==> config.mk <==
export PLATFORM = sky130hd
export DESIGN_NAME = ucode_loader
export DESIGN_NICKNAME = d
export VERILOG_FILES = /design/src/rtl/ucode_pkg.sv /design/src/rtl/ucode_word_asm.sv /design/src/rtl/ucode_loader.sv
export SDC_FILE = /design/constraint.sdc
export NUM_CORES = 1
export LEC_CHECK = 0
export BUFFER_PORTS_ARGS = -buffer_cell sky130_fd_sc_hd__buf_2
export CORE_ASPECT_RATIO = 0.75
export CORE_MARGIN = 2
export CORE_UTILIZATION = 59
export DETAILED_ROUTE_END_ITERATION = 16
export PLACE_DENSITY = 0.8
export SKIP_CTS_REPAIR_TIMING = 1
export SLEW_MARGIN = 20
export SYNTH_ARGS = -nofsm -noshare
export SYNTH_HDL_FRONTEND = slang
export SYNTH_SLANG_ARGS = --single-unit
==> constraint.sdc <==
create_clock -name clk -period 2.95 [get_ports clk]
set_clock_uncertainty 0.1 [all_clocks]
set_input_delay 0.295 -clock clk [delete_from_list [all_inputs] [get_ports clk]]
set_output_delay 0.295 -clock clk [all_outputs]
set_load 0.02 [all_outputs]
==> src/rtl/ucode_pkg.sv <==
// Shared definitions for the microcode control store and its loader.
// Both the loader and the sequencer import this package.
package ucode_pkg;
  localparam int ADDR_W = 12;
  localparam int WORD_W = 35;
  localparam int BPW    = (WORD_W + 7) / 8;
  localparam logic [7:0]  SYNC    = 8'hA5;
  localparam logic [15:0] CNT_MAX = 16'(1 << ADDR_W);

  // Control-word bit positions, shared with the sequencer.
  localparam int SIG_END = 34;
  localparam int SIG_RET = 0;

  typedef enum logic [2:0] {
    ST_IDLE,
    ST_ADDR_H,
    ST_ADDR_L,
    ST_CNT_H,
    ST_CNT_L,
    ST_DATA,
    ST_CSUM
  } state_t;
endpackage

==> src/rtl/ucode_word_asm.sv <==
// Byte-to-word assembler: shifts BPW bytes MSB-first and emits a registered word
// one cycle after the last byte. It has no stall path and takes one byte per cycle.
module ucode_word_asm
  import ucode_pkg::*;
(
  input  logic              clk,
  input  logic              rst_n,
  input  logic              clr,
  input  logic              byte_vld,
  input  logic [7:0]        byte_dat,
  output logic              word_last,
  output logic              word_valid,
  output logic [WORD_W-1:0] word
);
  logic [2:0]             idx_q;
  logic [(BPW-1)*8-1:0]   sh_q;
  logic [BPW*8-1:0]       full;

  assign full      = {sh_q, byte_dat};
  assign word_last = byte_vld && (idx_q == 3'(BPW - 1));

  always_ff @(posedge clk or negedge rst_n) begin
    if (!rst_n) begin
      idx_q      <= '0;
      sh_q       <= '0;
      word_valid <= 1'b0;
      word       <= '0;
    end else begin
      word_valid <= word_last;
      if (clr) begin
        idx_q <= '0;
      end else if (byte_vld) begin
        sh_q <= full[(BPW-1)*8-1:0];
        if (word_last) begin
          idx_q <= '0;
          // The unused upper bits of the first byte drop off here.
          word  <= full[WORD_W-1:0];
        end else begin
          idx_q <= idx_q + 3'd1;
        end
      end
    end
  end
endmodule

==> src/rtl/ucode_loader.sv <==
// Framed byte stream to control-store writer. A write strobe follows the last byte of each word by one cycle.
// It accepts one byte per cycle with no stall; in_ready drops only while in reset.
module ucode_loader
  import ucode_pkg::*;
(
  input  logic              clk,
  input  logic              rst_n,
  input  logic              in_valid,
  input  logic [7:0]        in_data,
  output logic              in_ready,
  output logic              wr_en,
  output logic [ADDR_W-1:0] wr_addr,
  output logic [WORD_W-1:0] wr_data,
  output logic              cpu_hold,
  output logic              busy,
  output logic              done,
  output logic              error
);
  state_t            state_q, state_d;
  logic              rdy_q;
  logic [7:0]        addr_h_q;
  logic [7:0]        cnt_h_q;
  logic [ADDR_W-1:0] addr_q;
  logic [ADDR_W-1:0] wr_addr_q;
  logic [12:0]       rem_q;
  logic [7:0]        csum_q;
  logic              done_q;
  logic              err_q;
  logic              acc;
  logic              sync_hit;
  logic              err_set;
  logic              done_set;
  logic              word_last;
  logic [15:0]       addr_full;
  logic [15:0]       cnt_full;

  assign acc       = in_valid && in_ready;
  assign sync_hit  = acc && (state_q == ST_IDLE) && (in_data == SYNC);
  assign addr_full = {addr_h_q, in_data};
  assign cnt_full  = {cnt_h_q, in_data};

  always_comb begin
    state_d  = state_q;
    err_set  = 1'b0;
    done_set = 1'b0;
    if (acc) begin
      case (state_q)
        ST_IDLE:   if (in_data == SYNC) state_d = ST_ADDR_H;
        ST_ADDR_H: state_d = ST_ADDR_L;
        ST_ADDR_L: begin
          if (addr_full[15:ADDR_W] != '0) begin
            state_d = ST_IDLE;
            err_set = 1'b1;
          end else begin
            state_d = ST_CNT_H;
          end
        end
        ST_CNT_H:  state_d = ST_CNT_L;
        ST_CNT_L: begin
          if (cnt_full == '0 || cnt_full > CNT_MAX) begin
            state_d = ST_IDLE;
            err_set = 1'b1;
          end else begin
            state_d = ST_DATA;
          end
        end
        ST_DATA:   if (word_last && rem_q == 13'd1) state_d = ST_CSUM;
        ST_CSUM: begin
          state_d = ST_IDLE;
          if (in_data == csum_q) done_set = 1'b1;
          else                   err_set  = 1'b1;
        end
        default:   state_d = ST_IDLE;
      endcase
    end
  end

  always_ff @(posedge clk or negedge rst_n) begin
    if (!rst_n) begin
      state_q   <= ST_IDLE;
      rdy_q     <= 1'b0;
      addr_h_q  <= '0;
      cnt_h_q   <= '0;
      addr_q    <= '0;
      wr_addr_q <= '0;
      rem_q     <= '0;
      csum_q    <= '0;
      done_q    <= 1'b0;
      err_q     <= 1'b0;
    end else begin
      state_q <= state_d;
      rdy_q   <= 1'b1;
      done_q  <= done_set;
      if (err_set)       err_q <= 1'b1;
      else if (sync_hit) err_q <= 1'b0;

      if (sync_hit) begin
        csum_q <= '0;
      end else if (acc && state_q != ST_IDLE && state_q != ST_CSUM) begin
        csum_q <= csum_q ^ in_data;
      end

      if (acc) begin
        case (state_q)
          ST_ADDR_H: addr_h_q <= in_data;
          ST_ADDR_L: addr_q   <= addr_full[ADDR_W-1:0];
          ST_CNT_H:  cnt_h_q  <= in_data;
          ST_CNT_L:  rem_q    <= cnt_full[12:0];
          ST_DATA: begin
            if (word_last) begin
              // The address wraps naturally at the top of the store.
              wr_addr_q <= addr_q;
              addr_q    <= addr_q + ADDR_W'(1);
              rem_q     <= rem_q - 13'd1;
            end
          end
          default: ;
        endcase
      end
    end
  end

  ucode_word_asm u_asm (
    .clk        (clk),
    .rst_n      (rst_n),
    .clr        (sync_hit),
    .byte_vld   (acc && state_q == ST_DATA),
    .byte_dat   (in_data),
    .word_last  (word_last),
    .word_valid (wr_en),
    .word       (wr_data)
  );

  assign in_ready = rdy_q;
  assign wr_addr  = wr_addr_q;
  assign busy     = (state_q != ST_IDLE);
  assign done     = done_q;
  assign error    = err_q;
  assign cpu_hold = busy | done_q | wr_en;
endmodule

==> metrics.yaml <==
ant_nets: 0
cts_root_buf: "clkbuf_16"
fmaxAchievable_mhz: 414
timing.reg2reg.worst_path_depth: 5
actual_transition_at_the_worst_max_transition_pin_ps: 896
post_synth.cell_area_avg_um2: 10.4
r2r_end: "u_asm.idx_q[2]"
maxSlewViolCount: 0
max-clock-path-buffers: 2
rsz0062_at_grt: "false"
drt_pre_antenna_iters: 5
critical_path.startpoint_type: "register"
commonest_non_fill_non_tap_cell_in_the_layout: "dfrtp_1"
core.rowCount: 32
synth-async-reset-ratio_pct: 100
final_min_period_over_clock_period_pct: 81.9
fillerInstances: 706
worst_setup_hold_path_clk_slew_ps: 60
wl_per_cell_um: 19.0
finalHoldWorstSlack_ps: 118
worst_path_largest_cell_delay_ps: 580
groute.usage.overall_pct: 29.4
final_period_minus_worst_setup_slack_ps: 2420
place.gp.congestion: 0.929
chipHeight_um: 91.9
maxSlewHeadroom_pct: 40.3
start_util_pct: 59.8
area_growth_syn_to_layout_pct: 17.1
synth_top_flop_cell: "dfrtp_1"
antenna_violations_before_repair: 0
worst_setup_path_endpoint: "cpu_hold"
irDropWorstVdd_mv: 0.541
place.detailed.hpwl_um: 9480
maximum_number_of_pins_on_one_net_before_global_route_repair: 57
startpoint_of_the_worst_slack_reg_to_reg_timing_path: "state_q[0]"
path_cells: "or3_1 > or3_1 > buf_2"
final_hold_viol_count: 0
netlist-cell-type-count: 57
io-pin-count: 64
power_per_cell_area_nw_per_um2: 1010
drive_gt1_share_pct: 23.2
worst_hold_path_class: "input port to register"
finalSetupTns_ps: 0
timing.critical_path.to_type: "primary output"
synth-seq-cells: 133
cts_tree: "yes"
drc_errors: 0
yosysWarnings: 0
netlist_instances: 584
crit_family: "simple AND/OR/NAND/NOR gates"
cp.depth: 3
most-common-layout-cells: "133 x dfrtp_1, 117 x nand2_1, 62 x buf_2"
floorplan.core_area_um2: 10200
grt_pass1_vias: 4885
clock-sinks: 133
wire_length_of_the_first_global_routing_pass_um: 25300
die_span_x_um: 121
grt-ovfl-total: 0
cpMostUsedCell: "or3_1"
cts_max_level: 4
via_count: 4805
dieArea_um2: 11100
io_buffer_count: 63
critPathRequiredTime_ps: 2560
run_status: "complete, no violations"
num_antenna_cells: 0
drt_wl_total_um: 15000
drt_iter0_drc: 534
clk_latency_ps: 420
mappedNetlistArea_um2: 6080
critPathSlowestCell: "dfrtp_1"
reg2reg_setup_slack_ps: 560
number_of_synthesized_flops_with_an_enable_pin: 0
critical_path_buf_inv_count: 1
launch_point_of_the_critical_path: "state_q[0]"
total_leakage_power_nw: 3.52
worstPathArrival_ps: 2020
via_per_inst: 6.08
finalSetupViolations: 0
final_cell_area_um2: 7120
finish.net_count: 657
synth.yosys.seq_area_share_pct: 54.7
placement.cell_area_um2: 6530
critical_path.max_fanout: 18
cts_inserted_buffers: 17
timing_worst_setup_path_type: "register to primary output"
drv_cap: 0
postSynthNetCount: 600
## state kept, by name (all words and copies together), names as in the netlist
name and flops:
u_asm.sh_q 27, rem_q 13, in_ready 1, csum_q 8
addr_q 12, u_asm.word_valid 1, u_asm.word 35, error 1
state_q 3, wr_addr 12, u_asm.idx_q 3, cnt_h_q 8
done 1, addr_h_q 8
## final cells by class
cell class	instances	area (um^2)	area share, %
flip-flops and latches	133	3330	46.7
multi-input cells	400	2550	35.8
clock buffers	21	460	6.46
repair buffers	78	445	6.25
well taps	136	170	2.39
clock inverters	11	125	1.76
inverters	11	41.3	0.580
## metal layers
layer | GRT usage [%] | up-vias | part of all wire (%)
met5 | 0 | - | 0
met1 | 41.2 | 2379 | 43
met4 | 10.8 | 0 | 2.1
met3 | 7.90 | 36 | 8.0
li1 | - | 2162 | -
met2 | 44.2 | 228 | 47
## synthesized netlist by cell type, types with 5 or more instances
master	count	area, um^2
or3_1	6	37.5
nor2_1	28	105
o31ai_1	8	60.1
nor3_1	8	40.0
a21oi_1	21	105
buf_2	10	50.1
o21ai_1	7	35.0
a31oi_1	7	43.8
or4_1	5	37.5
mux2_1	27	304
clkbuf_1	27	101
xor2_1	8	70.1
o21ai_0	31	155
nand3_1	11	55.1
nor4_1	11	68.8
nand2_1	117	439
inv_1	11	41.3
mux2_2	36	405
ha_1	5	62.6
dfrtp_1	133	3330
nand2b_1	9	56.3
## stage by stage
stage,std cells,setup WS (ps),total power [mW],util [%]
floorplan,584,835,4.37,-
global placement,757,733,4.90,64.2
detailed placement,757,679,5.04,64.2
CTS,789,539,7.17,69.9
global route,790,388,7.60,70.0
finish,790,534,7.18,70.0
## worst min-delay path: cells and delay by family
kind                   cells  cell delay, ps
AND/OR/NAND/NOR            2             130
buffers and inverters      1             180
## worst min path at each step
stage | startpoint | slack, ps | to | cells after the start
final | in_data[6] | 120 | u_asm.sh_q[6] | 3
after detailed placement | rst_n | 290 | wr_addr[2] | 1
after floorplan | rst_n | -100 | addr_h_q[0] | 0
after CTS | rst_n | -150 | wr_addr[2] | 1
after global placement | rst_n | 280 | wr_addr[2] | 1
after global routing | in_data[6] | 120 | u_asm.sh_q[6] | 3
## power by group
part / internal, mW / total [mW] / switching, mW
sequential: 2.45 / 3.04 / 0.586
combinational: 0.824 / 2.06 / 1.24
clock: 1.29 / 2.09 / 0.796
## cell families after synthesis
logic type,after synthesis,share of synthesized area [%]
other cells,1,0.0617
flops,133,54.7
compound gates,108,11.4
fa+ha+maj,5,1.03
buf+inv,51,3.48
simple gates,215,16.5
mux,63,11.7
xor+xnor,8,1.15
(Power assumes the default switching activity.)
